## config.mk

```make
export PLATFORM = sky130hd
export DESIGN_NAME = icache_fill
export DESIGN_NICKNAME = d
export VERILOG_FILES = /design/src/rtl/icache_fill.sv
export SDC_FILE = /design/constraint.sdc
export NUM_CORES = 1
export LEC_CHECK = 0
export BUFFER_PORTS_ARGS = -buffer_cell sky130_fd_sc_hd__buf_4
export CAP_MARGIN = 20
export CORE_MARGIN = 2
export CORE_UTILIZATION = 43
export DETAILED_ROUTE_END_ITERATION = 8
export HOLD_SLACK_MARGIN = 0.03
export PLACE_DENSITY = 0.66
export SLEW_MARGIN = 10
export SYNTH_ARGS = -nofsm -noshare
export SYNTH_HDL_FRONTEND = slang
export SYNTH_SLANG_ARGS = --single-unit
```

## constraint.sdc

```tcl
create_clock -name clk -period 3.7 [get_ports clk]
set_input_delay 0.37 -clock clk [delete_from_list [all_inputs] [get_ports clk]]
set_output_delay 0.37 -clock clk [all_outputs]
set_load 0.01 [all_outputs]
```

## src/rtl/icache_fill.sv

```systemverilog
// Instruction-cache line-fill engine: fetches a 64-byte line as 16 pipelined 32-bit bus reads,
// assembles it and presents it to the cache for one cycle; drains in-flight reads on abandonment.
//
// state | meaning
// IDLE  | waiting for a miss
// FILL  | issuing reads and collecting words
// DRAIN | miss abandoned, discarding outstanding responses
// DONE  | line_ready pulse, line_data/line_addr valid
module icache_fill #(
  parameter int MAX_OUTSTANDING = 4
) (
  input  logic         clk,
  input  logic         rst_n,
  input  logic         miss_valid,
  input  logic [31:0]  miss_addr,
  output logic         line_ready,
  output logic [511:0] line_data,
  output logic [31:0]  line_addr,
  output logic         bus_req_valid,
  input  logic         bus_req_ready,
  output logic [31:0]  bus_req_addr,
  input  logic         bus_resp_valid,
  input  logic [31:0]  bus_resp_data
);

  typedef enum logic [1:0] {IDLE, FILL, DRAIN, DONE} state_t;

  state_t       state, state_nxt;
  logic [25:0]  base_line;
  logic [31:0]  miss_addr_q;
  logic [4:0]   issue_cnt, recv_cnt, outstanding, recv_nxt;
  logic [479:0] line_buf;
  logic         abort, resp_take, req_fire;

  assign outstanding = issue_cnt - recv_cnt;
  assign abort       = !miss_valid || (miss_addr[31:6] != base_line);
  // Responses with nothing outstanding are stray and must not move the counters.
  assign resp_take   = bus_resp_valid && (recv_cnt != issue_cnt) &&
                       ((state == FILL) || (state == DRAIN));
  assign recv_nxt    = recv_cnt + {4'd0, resp_take};

  assign bus_req_valid = (state == FILL) && !abort && !issue_cnt[4] &&
                         (outstanding < 5'(MAX_OUTSTANDING));
  assign req_fire      = bus_req_valid && bus_req_ready;
  assign bus_req_addr  = {base_line, 6'd0} + {25'd0, issue_cnt, 2'd0};
  assign line_ready    = (state == DONE);

  always_ff @(posedge clk or negedge rst_n) begin
    if (!rst_n) state <= IDLE;
    else        state <= state_nxt;
  end

  always_comb begin
    state_nxt = state;
    case (state)
      IDLE:  if (miss_valid) state_nxt = FILL;
      FILL: begin
        if (abort)                                state_nxt = DRAIN;
        else if (resp_take && recv_cnt == 5'd15)  state_nxt = DONE;
      end
      DRAIN: if (recv_nxt == issue_cnt) state_nxt = IDLE;
      DONE:  state_nxt = IDLE;
      default: state_nxt = IDLE;
    endcase
  end

  always_ff @(posedge clk or negedge rst_n) begin
    if (!rst_n) begin
      base_line   <= '0;
      miss_addr_q <= '0;
      issue_cnt   <= '0;
      recv_cnt    <= '0;
      line_buf    <= '0;
      line_data   <= '0;
      line_addr   <= '0;
    end else if (state == IDLE) begin
      if (miss_valid) begin
        base_line   <= miss_addr[31:6];
        miss_addr_q <= miss_addr;
        issue_cnt   <= '0;
        recv_cnt    <= '0;
      end
    end else begin
      if (req_fire)  issue_cnt <= issue_cnt + 5'd1;
      if (resp_take) recv_cnt  <= recv_nxt;
      if (state == FILL && resp_take) begin
        for (int k = 0; k < 15; k++)
          if (recv_cnt == 5'(k)) line_buf[k*32 +: 32] <= bus_resp_data;
      end
      // The last word goes straight to the output so the previous line stays visible until now.
      if (state == FILL && state_nxt == DONE) begin
        line_data <= {bus_resp_data, line_buf};
        line_addr <= miss_addr_q;
      end
    end
  end

endmodule

```

# After elaboration in Yosys (flattened, before gate mapping)
# Cells that the tools add are included.
op_classes:
  n_reduce_logical: 37
  addsub: 4
  n_eq_ne: 23
  magnitude_cmp: 1
  muxes: 10
  n_bitwise: 1
ops:
  columns: ["operator", "count"]
  rows:
  - ["$reduce_and 3->1", 15]
  - ["$eq 5x4->1 const B", 8]
  - ["$add 32x7->32", 1]
  - ["$ne 26x26->1", 1]
  - ["$mux 5", 5]
  - ["$eq 5x3->1 const B", 4]
  - ["$eq 5x2->1 const B", 2]
  - ["$logic_and 1x1->1", 9]
  - ["$mux 2", 4]
  - ["$pmux 2 s4", 1]
  - ["$reduce_and 2->1", 4]
  - ["$eq 2x2->1 const B", 3]
  - ["$add 5x1->5", 1]
  - ["$add 5x1->5 const B", 1]
  - ["$eq 5x1->1 const B", 1]
  - ["$eq 5x5->1", 1]
  - ["$logic_not 5->1", 1]
  - ["$lt 5x3->1 const B", 1]
  - ["$ne 5x5->1", 1]
  - ["$sub 5x5->5", 1]
  - ["$reduce_bool 2->1", 2]
  - ["$logic_not 1->1", 3]
  - ["$eq 2x1->1 const B", 1]
  - ["$logic_not 2->1", 1]
  - ["3 further kinds", 4]
totals:
  inputBits: 69
  ff_bits: 1094
  wordCells: 98

# Logic depth before layout (Yosys ltp)
# Gate-level depths: netlist (run 1).
logic_depth:
  ltp_word: 10
  mapped_depth: 17
  depth_no_buf: 13

# Least setup slack after synthesis (run 1)
# OpenSTA, ideal clock, no wires.
synth_path:
  kind: "register -> register"
  start: "register recv_cnt[2]"
  end: "register line_data[261]"
  required_ps: 3575
  setup_slack_ps: 55
  arrival_time_ps: 3520
  stages_incl_launch_ff: 18
  n_path_buf: 4
  period_less_slack_ps: 3645
  path_cell_list: "dfrtp_1 -> buf_2 -> inv_1 -> ha_1 -> nand4_1 -> nor2_1 -> nor2_1 -> ha_1 -> ha_1 -> o21ba_1 -> a221oi_1 -> o2111ai_1 -> and3_1 -> o211ai_2 -> buf_4 -> buf_6 -> buf_6 -> mux2_4"
synth_between:
  elab_chain_cells: 10
synth_lines:
  columns: ["item", "line", "source"]
  rows:
  - ["start, declared", "31", "logic [4:0] issue_cnt, recv_cnt, outstanding, recv_nxt;"]
  - ["start signal, assigned", "85", "if (resp_take) recv_cnt <= recv_nxt;"]
  - ["$ne 5x5->1", "38", "assign resp_take = bus_resp_valid && (recv_cnt != issue_cnt) &&"]
  - ["$logic_and 1x1->1 (2 in series)", "38", null]
  - ["$add 5x1->5 or $logic_and 1x1->1 (tied branches)", "40, 59", null]
  - ["$eq 5x5->1 or $mux 2 (tied branches)", "61, 59", null]
  - ["$mux 2 (on tied branches)", "61, 58", null]
  - ["$pmux 2 s4 (*)", "55", "case (state)"]
  - ["$eq 2x2->1 (*)", "91", "if (state == FILL && state_nxt == DONE) begin"]
  - ["$logic_and 1x1->1 (*)", "91", null]
  - ["$reduce_and 2->1 (no line) (*)", null, null]
  - ["end signal, assigned", "92", "line_data <= {bus_resp_data, line_buf};"]
  - ["end, declared", "17", "output logic [511:0] line_data,"]
# Every way passes the cells marked *; elsewhere a longest branch is shown, timed or not.
# A chain may end at the register's enable or synchronous reset.

# Worst setup path in the final report (run 1)
layout_path:
  start: "register recv_cnt[1]"
  end: "register line_data[445]"
# The elaborated chain is that of the path after synthesis.

==> impl_metrics.json, run 1 <==
{
  "status": "completed",
  "crit_chain": "inv_1 > ha_4 > nand4_1 > nor2_2 > nor2_1 > ha_2 > ha_4 > o21ba_1 > a221oi_2 > o2111ai_2 > and3_4 > o211ai_4 > buf_6 > buf_16 > buf_16 > mux2_2",
  "period_needed_ns": 3.63,
  "yosysTopAreaCellShare_pct": 64.9,
  "design_power_total_uw": 25100,
  "worst_path_largest_cell_delay_ns": 0.36,
  "worst_clock_skew_ns": 0.0244,
  "syn_area_per_cell_um2": 16.4,
  "total_number_of_nets_in_the_final_design": 3343,
  "grt.busiest_layer": "met2",
  "antenna_violating_nets_post_route": 0,
  "clock_insertion_delay_worst_skew_ns": 0.69,
  "final_wl_um": 119000,
  "vdd_ir_drop_max_v": 0.000336,
  "critical_path_peak_fanout": 33,
  "synth-seq-cells": 1068,
  "yosys.cell_types.count": 49,
  "power_density_nw_per_um2": 480,
  "grtUsageMet3_pct": 7.61,
  "worstSetupStartpoint": "recv_cnt[1]$_DFFE_PN0P_",
  "fmax_mhz": 276,
  "die-area_um2": 98200,
  "setup_viol": 0,
  "wl_per_cell_um": 25.7,
  "yosys.area.top_type": "dfrtp_1",
  "worst-setup-path-type": "flip-flop to flip-flop",
  "floorplan.initialDensity_pct": 43.4,
  "dieHeight_um": 313,
  "worstPathRequired_ns": 4.27,
  "grt_use_met1_pct": 29.1,
  "cell_internal_pwr_uw": 19200,
  "clock_tree.root_cell": "clkbuf_16",
  "portBuffers": 644,
  "worstHoldStart": "bus_resp_data[20]",
  "finalMaxSlewViolations": 0,
  "seq_area_frac_synth_pct": 64.9,
  "clock_tree_from_tritoncts": "built",
  "crit_path_max_delay_family": "compound AO/OA/AOI/OAI gates",
  "most_common_cell_in_the_synthesized_netlist": "dfrtp_1",
  "grt_antenna_before_repair": 14,
  "share_comb_of_total_power_pct": 6.9,
  "via_count_of_the_first_global_routing_pass": 26110,
  "finalCritPeriodShare_pct": 98.1,
  "timing.rr.start": "recv_cnt[1]$_DFFE_PN0P_",
  "fp.dieW_um": 313,
  "hpwl_um": 79100,
  "yosys-top-cells-area": "dfrtp_1 65%, mux2_2 25%, mux2_1 3.8%, xnor2_1 0.96%, mux2_4 0.73%",
  "grt_remaining_overflow": 0,
  "placement_rows": 113,
  "power_switching_share_pct": 23.5,
  "vias": 24099,
  "cts.sinks": 1068,
  "gpl.final_weighted_congestion": 0.907,
  "clock_tree.htree_level_count": 3,
  "post_synth_instance_area_um2": 41200,
  "fin_cells": 4615,
  "min-delay-path-class": "input port to flip-flop",
  "timing.setup.tns_ns": 0,
  "synthAdderAreaFrac_pct": 0.395,
  "cp_data_arrival_time_ns": 4.19,
  "dr.pass1.iters": 5,
  "synthArstFlopShare_pct": 100,
  "compound_cell_area_share_of_the_yosys_netlist_pct": 0.423,
  "post_route_cells_drive_above_1_share_pct": 56.1,
  "numCtsBuffers": 110,
  "ys_top_cells_by_count": "1,068 x dfrtp_1, 896 x mux2_2, 140 x mux2_1, 45 x xnor2_1, 44 x clkbuf_1",
  "crit_path_start_kind": "flip-flop",
  "yosys.area_share.simple_pct": 1.47,
  "cpMaxStageDelayCell": "mux2_2",
  "ctsLongestPathBuffers": 3,
  "synthesis.yosys.warnings": 0,
  "synth_top_family_by_area": "multiplexers",
  "numPlacedInstances": 4359,
  "grt_pass1_wl_um": 174000,
  "globalRouteMet2Util_pct": 39.3,
  "worst_pin_slew_ns": 0.960,
  "relSlewSlack_pct": 36.0,
  "area_delta_synth_final_pct": 27.1,
  "ys.flop_type": "dfrtp_1",
  "floorplan.core_area_um2": 94900,
  "power.share.clock_pct": 44.4,
  "drt-initial-drc-count": 1441,
  "post_drt_via_cell_ratio": 5.22,
  "drc": 0,
  "muxShareOfSynthArea_pct": 29.2,
  "leakagePower_uw": 0.0280,
  "p_seq_share_pct": 48.7,
  "netlist_instances": 2514,
  "p_sw_uw": 5910,
  "overall_routing_resource_usage_pct": 23.9,
  "top_level_ports": 647,
  "grt_start_max_net_pins": 123,
  "final-hold-violation-count": 0,
  "post_synth_xor_area_fraction_pct": 1.29,
  "critical_path.endpoint_type": "flip-flop",
  "clkTransAtPathRegs_ns": 0.06,
  "combined_buffer_and_inverter_count_along_the_critical_path": 4,
  "synth_enable_flop_cells": 0,
  "maxCapViolCount": 0
}
-- worst paths after layout --
check	depth (start not counted)	slack [ns]	end
max reg2reg	16	0.07	line_data[445]$_DFFE_PN0P_
min reg2reg	1	0.48	line_data[340]$_DFFE_PN0P_
max	16	0.07	line_data[445]$_DFFE_PN0P_
max in group asynchronous	3	2.08	line_buf[157]$_DFFE_PN0P_
min in group asynchronous	2	0.36	line_addr[14]$_DFFE_PN0P_
min	2	0.22	line_buf[308]$_DFFE_PN0P_
-- final cells by class --
class,instances,area (um2)
antenna,4,10.0
clock buffer,165,3280
clock inverter,32,407
fill,7507,42500
inverter,10,37.5
multi-input combinational,1276,13600
sequential,1068,26700
tap,1265,1580
timing repair buffer,795,6680
-- sequential cells by signal, indices dropped and copies added, names as in the netlist --
name,flops
base_line,26
miss_addr_q,6
recv_cnt,5
issue_cnt,5
line_data,512
line_buf,480
state,2
line_addr,32
-- layer usage --
metal | wire, um | vias to the layer above
met3 | 9300 | 208
met5 | 0 | -
met4 | 4930 | 0
met1 | 46500 | 12818
li1 | - | 10354
met2 | 58000 | 719
-- metrics by stage --
step,area [um2],hold WS (ns),utilization [%],worst slack (ns)
floorplan,41200,0.0744,-,0.0548
global placement,47800,0.459,50.4,-0.0491
detailed placement,47800,0.467,50.4,-0.0221
CTS,52000,0.193,54.8,0.00127
global route,52300,0.211,55.1,-0.0289
finish,52300,0.217,55.2,0.0721
-- power by group through the flow --
stage | Sequential, uW | Clock [uW] | Combinational, uW
6_report | 12200 | 11200 | 1720
5_1_grt | 12300 | 11900 | 1840
4_1_cts | 12200 | 11400 | 1740
3_5_place_dp | 12400 | 0 | 1700
3_3_place_gp | 12400 | 0 | 1680
2_1_floorplan | 12300 | 0 | 836
-- cells by family (layout without fill, tap and decap cells) --
group / Yosys count / in the layout
flops: 1068 / 1068
mux: 1059 / 1059
buf+inv: 171 / 1002
simple gates: 121 / 121
xor+xnor: 59 / 59
compound gates: 22 / 22
fa+ha+maj: 13 / 13
other cells: 1 / 6
-- layout by cell type (no fill, tap or decap), types with 17 or more instances in the layout --
| cell type | count |
|---|---|
| buf_12 | 20 |
| buf_4 | 713 |
| clkbuf_1 | 24 |
| clkbuf_16 | 118 |
| clkbuf_8 | 30 |
| clkinv_2 | 17 |
| dfrtp_1 | 1068 |
| dlygate4sd3_1 | 34 |
| mux2_1 | 140 |
| mux2_2 | 896 |
| mux2_4 | 20 |
| nand2_1 | 28 |
| nor2_1 | 17 |
| xnor2_1 | 45 |
-- repair_timing --
action	4_1_cts	5_1_grt
setup endpoints to repair	273	534
gates cloned	2	8
hold buffers	34	0
pin swaps	4	8
buffers inserted	8	3
hold endpoints to repair	102	0
gates resized for setup	6	24
Note: power is estimated with default switching activity, not from simulation.
==> run 2: changes to the inputs <==
ABC_AREA = 1   (was unset)
CORE_MARGIN = 8   (was 2)
==> impl_metrics.json, run 2 <==
{
  "worstPathRequired_ns": 3.33,
  "grt_pass1_wl_um": 220000,
  "critical_path_peak_fanout": 5,
  "synth-seq-cells": 1068,
  "via_count_of_the_first_global_routing_pass": 34604,
  "antenna_violating_nets_post_route": 0,
  "yosys-top-cells-area": "dfrtp_1 63%, nand2_1 16%, nand4_1 8.2%, o21ai_0 5.1%, clkbuf_1 2.9%",
  "dr.pass1.iters": 6,
  "share_comb_of_total_power_pct": 27.1,
  "cp_data_arrival_time_ns": 3.13,
  "most_common_cell_after_layout_fill_and_taps_aside": "nand2_1",
  "worst_clock_skew_ns": 0.0234,
  "floorplan.core_area_um2": 98000,
  "r2r_end": "line_data[224]$_DFFE_PN0P_",
  "placement_rows": 115,
  "wl_per_cell_um": 22.7,
  "seq_area_frac_synth_pct": 63.2,
  "post_route_cells_drive_above_1_share_pct": 19.9,
  "cp-endpoint": "bus_req_addr[31]",
  "clkTransAtPathRegs_ns": 0.07,
  "reg.largest.list": "line_data x512, line_buf x480, line_addr x32",
  "synthArstFlopShare_pct": 100,
  "worst-r2r-cell-count": 19,
  "timing.rr.start": "recv_cnt[3]$_DFFE_PN0P_",
  "grt_remaining_overflow": 0,
  "most-common-layout-cells": "1,733 x nand2_1, 1,066 x dfrtp_1, 753 x buf_4",
  "synthesis.yosys.warnings": 0,
  "clock_tree.htree_level_count": 3,
  "dpl-instance-area_um2": 49100,
  "numCtsBuffers": 110,
  "vias": 35999,
  "top_register": "line_data",
  "netlist_instances": 4542,
  "drt-initial-drc-count": 4094,
  "period_needed_ns": 3.50,
  "placement.setup.worst_slack_ns": 0.207,
  "p_seq_share_pct": 39.7,
  "maxCapViolCount": 0,
  "dieHeight_um": 330,
  "yosys.area.top_type": "dfrtp_1",
  "design_power_total_uw": 36200,
  "leakagePower_uw": 0.0286,
  "cts.sinks": 1068,
  "overall_routing_resource_usage_pct": 26.3,
  "total_number_of_nets_in_the_final_design": 5237,
  "fin_area_um2": 54100,
  "floorplan.initialDensity_pct": 43.2,
  "portBuffers": 644,
  "fp.dieW_um": 330,
  "reg2reg_slack_ns": 0.28,
  "post_drt_via_cell_ratio": 5.50,
  "grt_antenna_before_repair": 14,
  "syn_area_per_cell_um2": 9.32,
  "ctsLongestPathBuffers": 3,
  "yosys.cell_types.count": 28,
  "final_core_util_pct": 55.2,
  "setup_viol": 0,
  "final-seq-area_um2": 26700,
  "min-delay-path-class": "input port to flip-flop",
  "most_common_cell_in_the_synthesized_netlist": "nand2_1",
  "post_synth_instance_area_um2": 42300,
  "clock_tree_from_tritoncts": "built",
  "final-hold-violation-count": 0,
  "nFillCells": 8635,
  "worst-setup-path-type": "flip-flop to output port",
  "vdd_ir_drop_max_v": 0.000416,
  "worstHoldStart": "bus_req_ready",
  "die-area_um2": 109000,
  "synth_enable_flop_cells": 0,
  "largest_register_ff_count": 512,
  "multi_input_comb_area_um2": 13800,
  "drc": 0,
  "worstSetupStartpoint": "base_line[0]$_DFFE_PN0P_",
  "worst_pin_slew_ns": 1.15,
  "finalCritPeriodShare_pct": 94.6,
  "finalMaxSlewViolations": 0,
  "clock_tree.root_cell": "clkbuf_16",
  "setup_ws_ns": 0.198,
  "gpl.final_weighted_congestion": 0.884,
  "p_sw_uw": 12500,
  "area_delta_synth_final_pct": 27.9,
  "yosysTopAreaCellShare_pct": 63.2,
  "cell_internal_pwr_uw": 23600,
  "power_switching_share_pct": 34.6,
  "final_wl_um": 149000,
  "ys_top_cells_by_count": "1,750 x nand2_1, 1,068 x dfrtp_1, 552 x nand4_1, 427 x o21ai_0, 323 x clkbuf_1",
  "crit_path_start_kind": "flip-flop",
  "clock_insertion_delay_worst_skew_ns": 0.71,
  "hpwl_um": 95600,
  "critical_path.endpoint_type": "output port",
  "grt_start_max_net_pins": 131,
  "top_level_ports": 647,
  "relSlewSlack_pct": 23.0,
  "ys.flop_type": "dfrtp_1",
  "power_density_nw_per_um2": 668,
  "status": "completed",
  "fmax_mhz": 286,
  "power.share.clock_pct": 33.2
}
[run 2: cells by family (layout without fill, tap and decap cells)]
kind of cell,after synthesis,count (layout),synth area share [%]
multiplexers,6,6,0.160
flip-flops,1068,1068,63.2
AND/OR/NAND/NOR,2402,2402,24.8
adder cells (fa/ha/maj),13,13,0.384
XOR/XNOR,33,33,0.683
buffers and inverters,492,1197,4.53
AO/OA/AOI/OAI,527,527,6.28
other,1,9,0.00886
[run 2: layout make-up]
type | count | share of cell area (%)
Tap cell | 1287 | 2.98
Inverter | 110 | 0.763
Timing Repair Buffer | 882 | 14.0
Sequential cell | 1068 | 49.4
Clock inverter | 47 | 1.28
Clock buffer | 158 | 6.01
Multi-Input combinational cell | 2983 | 25.5
Antenna cell | 7 | 0.0324
[run 2: per-stage QoR]
step	hold slack [ns]	setup TNS [ns]	instances
after global routing	0.127	-0.0160	6539
after CTS	0.0554	0	6519
final	0.103	0	6542
after global placement	0.456	0	6245
after detailed placement	0.459	0	6249
after floorplan	0.0744	0	4543
[run 2: how the worst min path moves through the flow]
stage	endpoint	slack [ns]	cells after the start
2_1_floorplan	base_line[0]$_DFFE_PN0P_	0.07	0
3_3_place_gp	line_data[427]$_DFFE_PN0P_	0.46	2
3_5_place_dp	line_data[500]$_DFFE_PN0P_	0.46	2
4_1_cts	issue_cnt[4]$_DFFE_PN0P_	0.06	5
5_1_grt	issue_cnt[4]$_DFFE_PN0P_	0.13	5
6_report	issue_cnt[4]$_DFFE_PN0P_	0.10	5
[run 2: routing by layer]
layer | GRT usage [%] | up-vias | part of all wire, %
met4 | 11.6 | 2 | 4.7
met1 | 34.7 | 17835 | 40
met2 | 42.7 | 1528 | 48
met3 | 4.56 | 300 | 7.4
met5 | 0 | - | 0.0047
li1 | - | 16334 | -
[run 2: what timing repair did]
item,in CTS,in global routing
cloned,0,7
resized for setup,5,28
hold endpoints to repair,122,0
buffers inserted,0,9
hold buffers,65,0
pin swaps,0,1
setup endpoints to repair,7,545
[run 2: critical path, cell delays in order, from the launching register on]
cell and delay [ns]:
dfrtp_2 0.40, ha_1 0.18, nand3_1 0.12, nor2_1 0.22, nand3_1 0.21, nor2_2 0.24
nand2_1 0.13, inv_1 0.13, nand4_1 0.16, nor2_2 0.18, xor2_1 0.27, buf_4 0.18
[run 2: power by group through the flow]
stage	logic, uW	registers, uW	clock network (uW)
after floorplan	4620	14500	0
after global placement	9280	14500	0
after detailed placement	9370	14500	0
after CTS	9460	14300	12200
after global routing	10600	14500	12600
final	9810	14400	12000
